File: src/rtl/jt900h_dumper.sv
// jt900h_dumper: halts a TLCS-900H core and snapshots its register file.
//
// While running, the block watches three trigger sources (fetch address
// reaching a threshold, a watchdog-style timeout, an external request). On a
// trigger it gates the CPU clock enable off, walks dmp_addr over the
// register-file byte addresses and captures the returned bytes into a local
// buffer. The buffer can be read as 32-bit little-endian words at any time.
//
// Ports
//   clk        single clock, rising edge
//   rst_n      synchronous active-low reset
//   ram_addr   CPU fetch address
//   end_addr   address threshold (ram_addr >= end_addr triggers)
//   trig_ext   external dump request (level)
//   rearm      leave DONE and let the CPU run again
//   cen        CPU clock enable
//   dmp_addr   register-file byte address driven to the CPU
//   dmp_din    register-file byte returned by the CPU, LAT cycles later
//   rd_addr    word index into the capture buffer
//   rd_data    captured word, registered one cycle after rd_addr
//   busy       dump or drain in progress
//   done       capture complete, CPU held
//   cause      0 none, 1 address, 2 timeout, 3 external
module jt900h_dumper #(
  parameter  int AW      = 24,
  parameter  int NBYTES  = 80,
  parameter  int LAT     = 1,
  parameter  int TIMEOUT = 100000,
  localparam int RAW     = (NBYTES > 4) ? $clog2(NBYTES / 4) : 1
) (
  input  logic           clk,
  input  logic           rst_n,
  input  logic [AW-1:0]  ram_addr,
  input  logic [AW-1:0]  end_addr,
  input  logic           trig_ext,
  input  logic           rearm,
  output logic           cen,
  output logic [7:0]     dmp_addr,
  input  logic [7:0]     dmp_din,
  input  logic [RAW-1:0] rd_addr,
  output logic [31:0]    rd_data,
  output logic           busy,
  output logic           done,
  output logic [1:0]     cause
);

  localparam int             NWORDS  = NBYTES / 4;
  localparam int             BAW     = RAW + 2;
  localparam int             TW      = (TIMEOUT > 0) ? $clog2(TIMEOUT + 1) : 1;
  localparam logic [TW-1:0]  TO_MAX  = TW'(TIMEOUT);
  localparam logic [7:0]     LAST    = 8'(NBYTES - 1);
  localparam logic [1:0]     LAST_DR = 2'((LAT > 0) ? (LAT - 1) : 0);

  typedef enum logic [1:0] {
    S_RUN   = 2'd0,
    S_DUMP  = 2'd1,
    S_DRAIN = 2'd2,
    S_DONE  = 2'd3
  } state_t;

  state_t         state_q, state_d;
  logic [TW-1:0]  cnt_q, cnt_d;
  logic [1:0]     cause_q, cause_d;
  logic [7:0]     dmp_addr_q, dmp_addr_d;
  logic [1:0]     drain_q, drain_d;
  logic           cen_q, cen_d;
  logic           busy_q, busy_d;
  logic           done_q, done_d;
  logic [31:0]    rd_data_q, rd_data_d;

  logic           trig_addr;
  logic           trig_to;

  logic [7:0]     buf_q [NBYTES];
  logic           cap_vld;
  logic [BAW-1:0] cap_addr;

  assign trig_addr = (ram_addr >= end_addr);
  assign trig_to   = (TIMEOUT != 0) && (cnt_q == TO_MAX);

  // Next-state and registered-output logic
  always_comb begin
    state_d    = state_q;
    cnt_d      = cnt_q;
    cause_d    = cause_q;
    dmp_addr_d = dmp_addr_q;
    drain_d    = drain_q;
    unique case (state_q)
      S_RUN: begin
        if (cnt_q != TO_MAX) cnt_d = cnt_q + TW'(1);
        dmp_addr_d = '0;
        // Priority: address beats timeout beats external
        if (trig_addr) begin
          state_d = S_DUMP;
          cause_d = 2'd1;
        end else if (trig_to) begin
          state_d = S_DUMP;
          cause_d = 2'd2;
        end else if (trig_ext) begin
          state_d = S_DUMP;
          cause_d = 2'd3;
        end
      end
      S_DUMP: begin
        if (dmp_addr_q == LAST) begin
          state_d = (LAT == 0) ? S_DONE : S_DRAIN;
          drain_d = '0;
        end else begin
          dmp_addr_d = dmp_addr_q + 8'd1;
        end
      end
      S_DRAIN: begin
        // dmp_addr holds on the last address while late bytes arrive
        if (drain_q == LAST_DR) state_d = S_DONE;
        else                    drain_d = drain_q + 2'd1;
      end
      S_DONE: begin
        if (rearm) begin
          state_d    = S_RUN;
          cnt_d      = '0;
          cause_d    = '0;
          dmp_addr_d = '0;
        end
      end
      default: state_d = S_RUN;
    endcase
    cen_d  = (state_d == S_RUN);
    busy_d = (state_d == S_DUMP) || (state_d == S_DRAIN);
    done_d = (state_d == S_DONE);
  end

  // Read port: one registered word, zero when the index is past the buffer
  always_comb begin
    rd_data_d = '0;
    if (32'(rd_addr) < NWORDS) begin
      rd_data_d = {buf_q[{rd_addr, 2'd3}], buf_q[{rd_addr, 2'd2}],
                   buf_q[{rd_addr, 2'd1}], buf_q[{rd_addr, 2'd0}]};
    end
  end

  always_ff @(posedge clk) begin
    if (!rst_n) begin
      state_q    <= S_RUN;
      cnt_q      <= '0;
      cause_q    <= '0;
      dmp_addr_q <= '0;
      drain_q    <= '0;
      cen_q      <= 1'b1;
      busy_q     <= 1'b0;
      done_q     <= 1'b0;
      rd_data_q  <= '0;
    end else begin
      state_q    <= state_d;
      cnt_q      <= cnt_d;
      cause_q    <= cause_d;
      dmp_addr_q <= dmp_addr_d;
      drain_q    <= drain_d;
      cen_q      <= cen_d;
      busy_q     <= busy_d;
      done_q     <= done_d;
      rd_data_q  <= rd_data_d;
    end
  end

  // Capture alignment: the address issued while in DUMP is delayed by LAT
  // cycles so it lines up with the byte the CPU returns for it.
  generate
    if (LAT == 0) begin : g_lat0
      assign cap_vld  = (state_q == S_DUMP);
      assign cap_addr = dmp_addr_q[BAW-1:0];
    end else begin : g_latn
      logic [LAT-1:0] vld_q;
      logic [BAW-1:0] addr_q [LAT];
      always_ff @(posedge clk) begin
        // Clearing the valids on reset drops any byte still in flight
        if (!rst_n) begin
          vld_q <= '0;
        end else begin
          vld_q[0] <= (state_q == S_DUMP);
          for (int i = 1; i < LAT; i++) vld_q[i] <= vld_q[i-1];
        end
        addr_q[0] <= dmp_addr_q[BAW-1:0];
        for (int i = 1; i < LAT; i++) addr_q[i] <= addr_q[i-1];
      end
      assign cap_vld  = vld_q[LAT-1];
      assign cap_addr = addr_q[LAT-1];
    end
  endgenerate

  // Capture buffer write
  always_ff @(posedge clk) begin
    if (cap_vld) buf_q[cap_addr] <= dmp_din;
  end

  assign cen      = cen_q;
  assign dmp_addr = dmp_addr_q;
  assign rd_data  = rd_data_q;
  assign busy     = busy_q;
  assign done     = done_q;
  assign cause    = cause_q;

endmodule

File: config.mk
export PLATFORM = sky130hd
export DESIGN_NAME = jt900h_dumper
export DESIGN_NICKNAME = d
export VERILOG_FILES = /design/src/rtl/jt900h_dumper.sv
export SDC_FILE = /design/constraint.sdc
export NUM_CORES = 1
export LEC_CHECK = 0
export ABC_AREA = 1
export BUFFER_PORTS_ARGS = -buffer_cell sky130_fd_sc_hd__buf_4
export CORE_ASPECT_RATIO = 0.6
export CORE_MARGIN = 3
export CORE_UTILIZATION = 60
export DETAILED_ROUTE_END_ITERATION = 16
export HOLD_SLACK_MARGIN = 0.06
export MAX_ROUTING_LAYER = met4
export PLACE_DENSITY = 0.78
export SLEW_MARGIN = 20
export SYNTH_ARGS = -nofsm -noshare
export SYNTH_HDL_FRONTEND = slang
export SYNTH_SLANG_ARGS = --single-unit
File: constraint.sdc
create_clock -name clk -period 5.1 [get_ports clk]
set_input_delay 1.02 -clock clk [delete_from_list [all_inputs] [get_ports clk]]
set_output_delay 1.02 -clock clk [all_outputs]
set_load 0.03 [all_outputs]
==> run_results.csv <==
group,metric,value,unit
outcome,outcome,"complete, no violations",
detailed_routing,routed_via_density,6.38,
synth,synth.area.mux_share,0,%
clock_network,postCtsSetupRepairBufs,0,
flow_run,max_cap_viol_count,0,
power,p_leak,10.5,nW
timing,setup_tns,0,ns
synth,synthXorXnorAreaFrac,0.274,%
clock_network,hold_buffers,0,
critical_path,path_max_fanout,186,
floorplanning,die_h,175,um
clock_network,cts_sinks,714,
floorplanning,io_pins,110,
timing,relSlewSlack,26.9,%
synth,synth_compound_area_share,12.4,%
clock_network,cts-root-buf,"clkbuf_16",
critical_path,critPathRequiredTime,5.63,ns
clock_network,cts.reportedPaths.clkPinSlew,0.07,ns
final_layout,area_delta_synth_final,11.0,%
power,p_per_area,394,nW/um^2
clock_network,cts_buffers,60,
synth,syn_inst,2341,
power,total_power,12.6,mW
detailed_routing,drt_iter0_markers,2728,
clock_network,cts_resized,0,
detailed_routing,dr.pass1.iters,6,
critical_path,path_class,"input port to flip-flop",
clock_network,cts_tree,"built",
floorplanning,start_util,61.4,%
floorplanning,die_w,288,um
place,gp_congestion,0.908,
grt,grt_pass1_vias,18500,
place,dp.final_hpwl,42300,um
critical_path,timing.rr.start,"g_latn.addr_q[0][6]",
clock_network,clk_latency,0.60,ns
synth,ys_types,43,
synth,synth_area,28700,sq um
critical_path,crit_path_end_kind,"flip-flop",
synth,synth_top_family_by_area,"compound AO/OA/AOI/OAI gates",
final_layout,multi_input_area,6980,sq um
detailed_routing,post-route-drc-count,0,
timing,worstMarginPinSlew,1.10,ns
timing,slew_violations,0,
grt,grt_pass1_wl,111000,um
power,vdd_drop_max,0.325,mV
timing,finalHoldViolations,0,
min_path,whs_endpoint,"g_latn.addr_q[0][2]",
timing,clock.fmax,0.332,GHz
min_path,hold_depth,0,
floorplanning,rows,61,
timing,rsz0062_at_grt,"false",
clock_network,cts.path.max_buffers,3,
final_layout,drive_gt1_share,9.82,%
floorplanning,placeableCoreArea,46800,sq um
min_path,min_path_type,"flip-flop to flip-flop",
synth,syn_nets,2438,
grt,overflow,0,
timing,fin_crit_sh,59.1,%
grt,grt_max_degree,226,
floorplanning,die-area,50600,sq um
final_layout,regArea,20700,sq um
critical_path,rr_worst_depth,3,
synth,yosysSeqAreaShare,72.1,%
timing,fin_skew,0.0161,ns
critical_path,arrival,3.54,ns
critical_path,start_kind,"input port",
synth,synth_warnings,0,
grt,grt_use_total,29.6,%
timing,finalSetupViolCount,0,
clock_network,htree_num_levels,2,
place,portBuffers,109,
synth,syn_area_per_cell,12.3,sq um
detailed_routing,wl_per_cell,23.7,um
min_path,hold_start,"dmp_addr[2]",
critical_path,rrSetupSlack,2.53,ns
detailed_routing,wl,72600,um
timing,period_minus_slack,3.02,ns
synth,synthAdderAreaFrac,1.39,%
detailed_routing,vias,19500,
final_layout,layout.cells.non_filler,3063,
critical_path,timing.rr.end,"buf_q[18][1]",
final_layout,fill_cells,3197,
synth,synth_seq_cells,714,
final_layout,nets,2480,
final_layout,diodes,0,
synth,synthSimpleGateAreaFrac,10.2,%
detailed_routing,ant_nets,0,
place,dp.cells,2951,
grt,antenna_found_initial,0,
==> report_power, final <==
| group | total [mW] | leakage (nW) | internal [mW] | switching [mW] |
|---|---|---|---|---|
| Sequential | 6.52 | 6.36 | 6.45 | 0.0721 |
| Combinational | 1.19 | 3.15 | 0.335 | 0.854 |
| Clock | 4.85 | 1.02 | 2.78 | 2.07 |
| Total | 12.6 | 10.5 | 9.57 | 3.00 |
==> through the flow <==
step | setup slack (ns) | instance area (sq um) | hold WS [ns] | utilization (%)
3_3_place_gp | 1.67 | 29800 | 0.398 | 63.7
5_1_grt | 1.93 | 31900 | 0.421 | 68.2
3_5_place_dp | 1.61 | 29800 | 0.396 | 63.7
2_1_floorplan | 2.76 | 28700 | 0.440 | -
4_1_cts | 2.23 | 31900 | 0.406 | 68.2
6_report | 2.08 | 31900 | 0.424 | 68.2
==> cell usage in the layout, fill, tap and decap left out, types with 2 or more instances in the layout <==
| master | Yosys | routed |
|---|---|---|
| clkinv_1 | 0 | 10 |
| inv_2 | 5 | 5 |
| nor2_2 | 3 | 5 |
| bufinv_16 | 0 | 11 |
| a41oi_1 | 32 | 32 |
| clkbuf_8 | 0 | 3 |
| xor2_1 | 8 | 8 |
| o21ai_0 | 351 | 351 |
| a211oi_1 | 3 | 3 |
| clkinvlp_4 | 0 | 2 |
| buf_4 | 16 | 117 |
| nand4_1 | 11 | 11 |
| inv_1 | 90 | 88 |
| o211ai_1 | 26 | 26 |
| edfxtp_1 | 640 | 640 |
| nand2_2 | 3 | 3 |
| clkbuf_1 | 75 | 9 |
| ha_1 | 32 | 32 |
| inv_6 | 1 | 3 |
| clkinv_4 | 0 | 2 |
| a21oi_1 | 29 | 29 |
| clkbuf_16 | 0 | 61 |
| nor3_1 | 21 | 21 |
| o21ai_2 | 2 | 2 |
| o221ai_1 | 40 | 40 |
| o21ai_1 | 11 | 11 |
| dfxtp_1 | 74 | 74 |
| nor2_1 | 467 | 464 |
| nor2_4 | 1 | 2 |
| buf_12 | 1 | 4 |
| clkinv_2 | 0 | 14 |
| o22ai_1 | 108 | 108 |
| nand3_1 | 51 | 51 |
| nand2_1 | 178 | 178 |
==> logic make-up after synthesis <==
kind of cell	count (synthesis)
buffers and inverters	238
AND/OR/NAND/NOR	740
XOR/XNOR	9
flip-flops	714
adder cells (fa/ha/maj)	32
AO/OA/AOI/OAI	608
==> layer usage <==
metal,wire (um),up-vias,part of all wire [%],GRT usage (%)
met5,0,-,0,-
met4,1390,0,1.9,6.72
met3,9020,122,12,7.21
met2,31700,1248,44,41.2
met1,30400,9534,42,44.6
li1,-,8632,-,-
==> cell usage after synthesis (all sizes together) <==
master  number  area [sq um]
edfxtp     640         19200
nor2       471          1780
o21ai      364          1830
nand2      181           687
o22ai      108           676
inv         96           365
clkbuf      85           332
dfxtp       74          1480
buf         57           355
nand3       51           255
o221ai      40           350
a41oi       32           280
ha          32           400
a21oi       30           154
o211ai      26           195
nor3        22           121
nand4       11          68.8
xor2         8          70.1
a211oi       3          22.5
a21boi       1          7.51
a21o         1          7.51
a31o         1          8.76
and2         1          6.26
nand3b       1          7.51
nor3b        1          7.51
o211a        1          10.0
o21bai       1          7.51
or2          1          6.26
xnor2        1          8.76
==> state kept, by name, indices dropped and copies added (netlist names), 2 cells and up <==
| register | count |
|---|---|
| cause | 2 |
| cnt_q | 17 |
| drain_q | 2 |
| buf_q | 640 |
| state_q | 2 |
| dmp_addr | 8 |
| rd_data | 32 |
| g_latn.addr_q | 7 |
==> layout make-up <==
cell class / instances / area share, %
clock buffer: 72 / 4.98
timing repair buffer: 122 / 3.05
multi-input combinational: 1389 / 21.9
inverter: 96 / 1.17
sequential: 714 / 64.9
tap: 630 / 2.47
clock inverter: 40 / 1.51
==> critical path, cell delays in order <==
cell and delay, ns:
clkbuf_8 0.29, inv_8 0.77, buf_12 0.31, o21ai_0 0.10, o22ai_1 0.40, nand2_1 0.10, a41oi_1 0.25
==> how the worst max path moves through the flow <==
stage                            start          end  slack, ns  depth (start not counted)
after global placement      rd_addr[0]  rd_data[17]       1.67                          7
after floorplan           end_addr[23]         busy       2.76                         15
final                       rd_addr[0]  rd_data[17]       2.08                          7
after detailed placement    rd_addr[0]  rd_data[20]       1.61                          7
after CTS                   rd_addr[0]  rd_data[20]       2.23                          7
after global routing        rd_addr[0]  rd_data[17]       1.93                          7
Note: power is estimated with default switching activity, not from simulation.
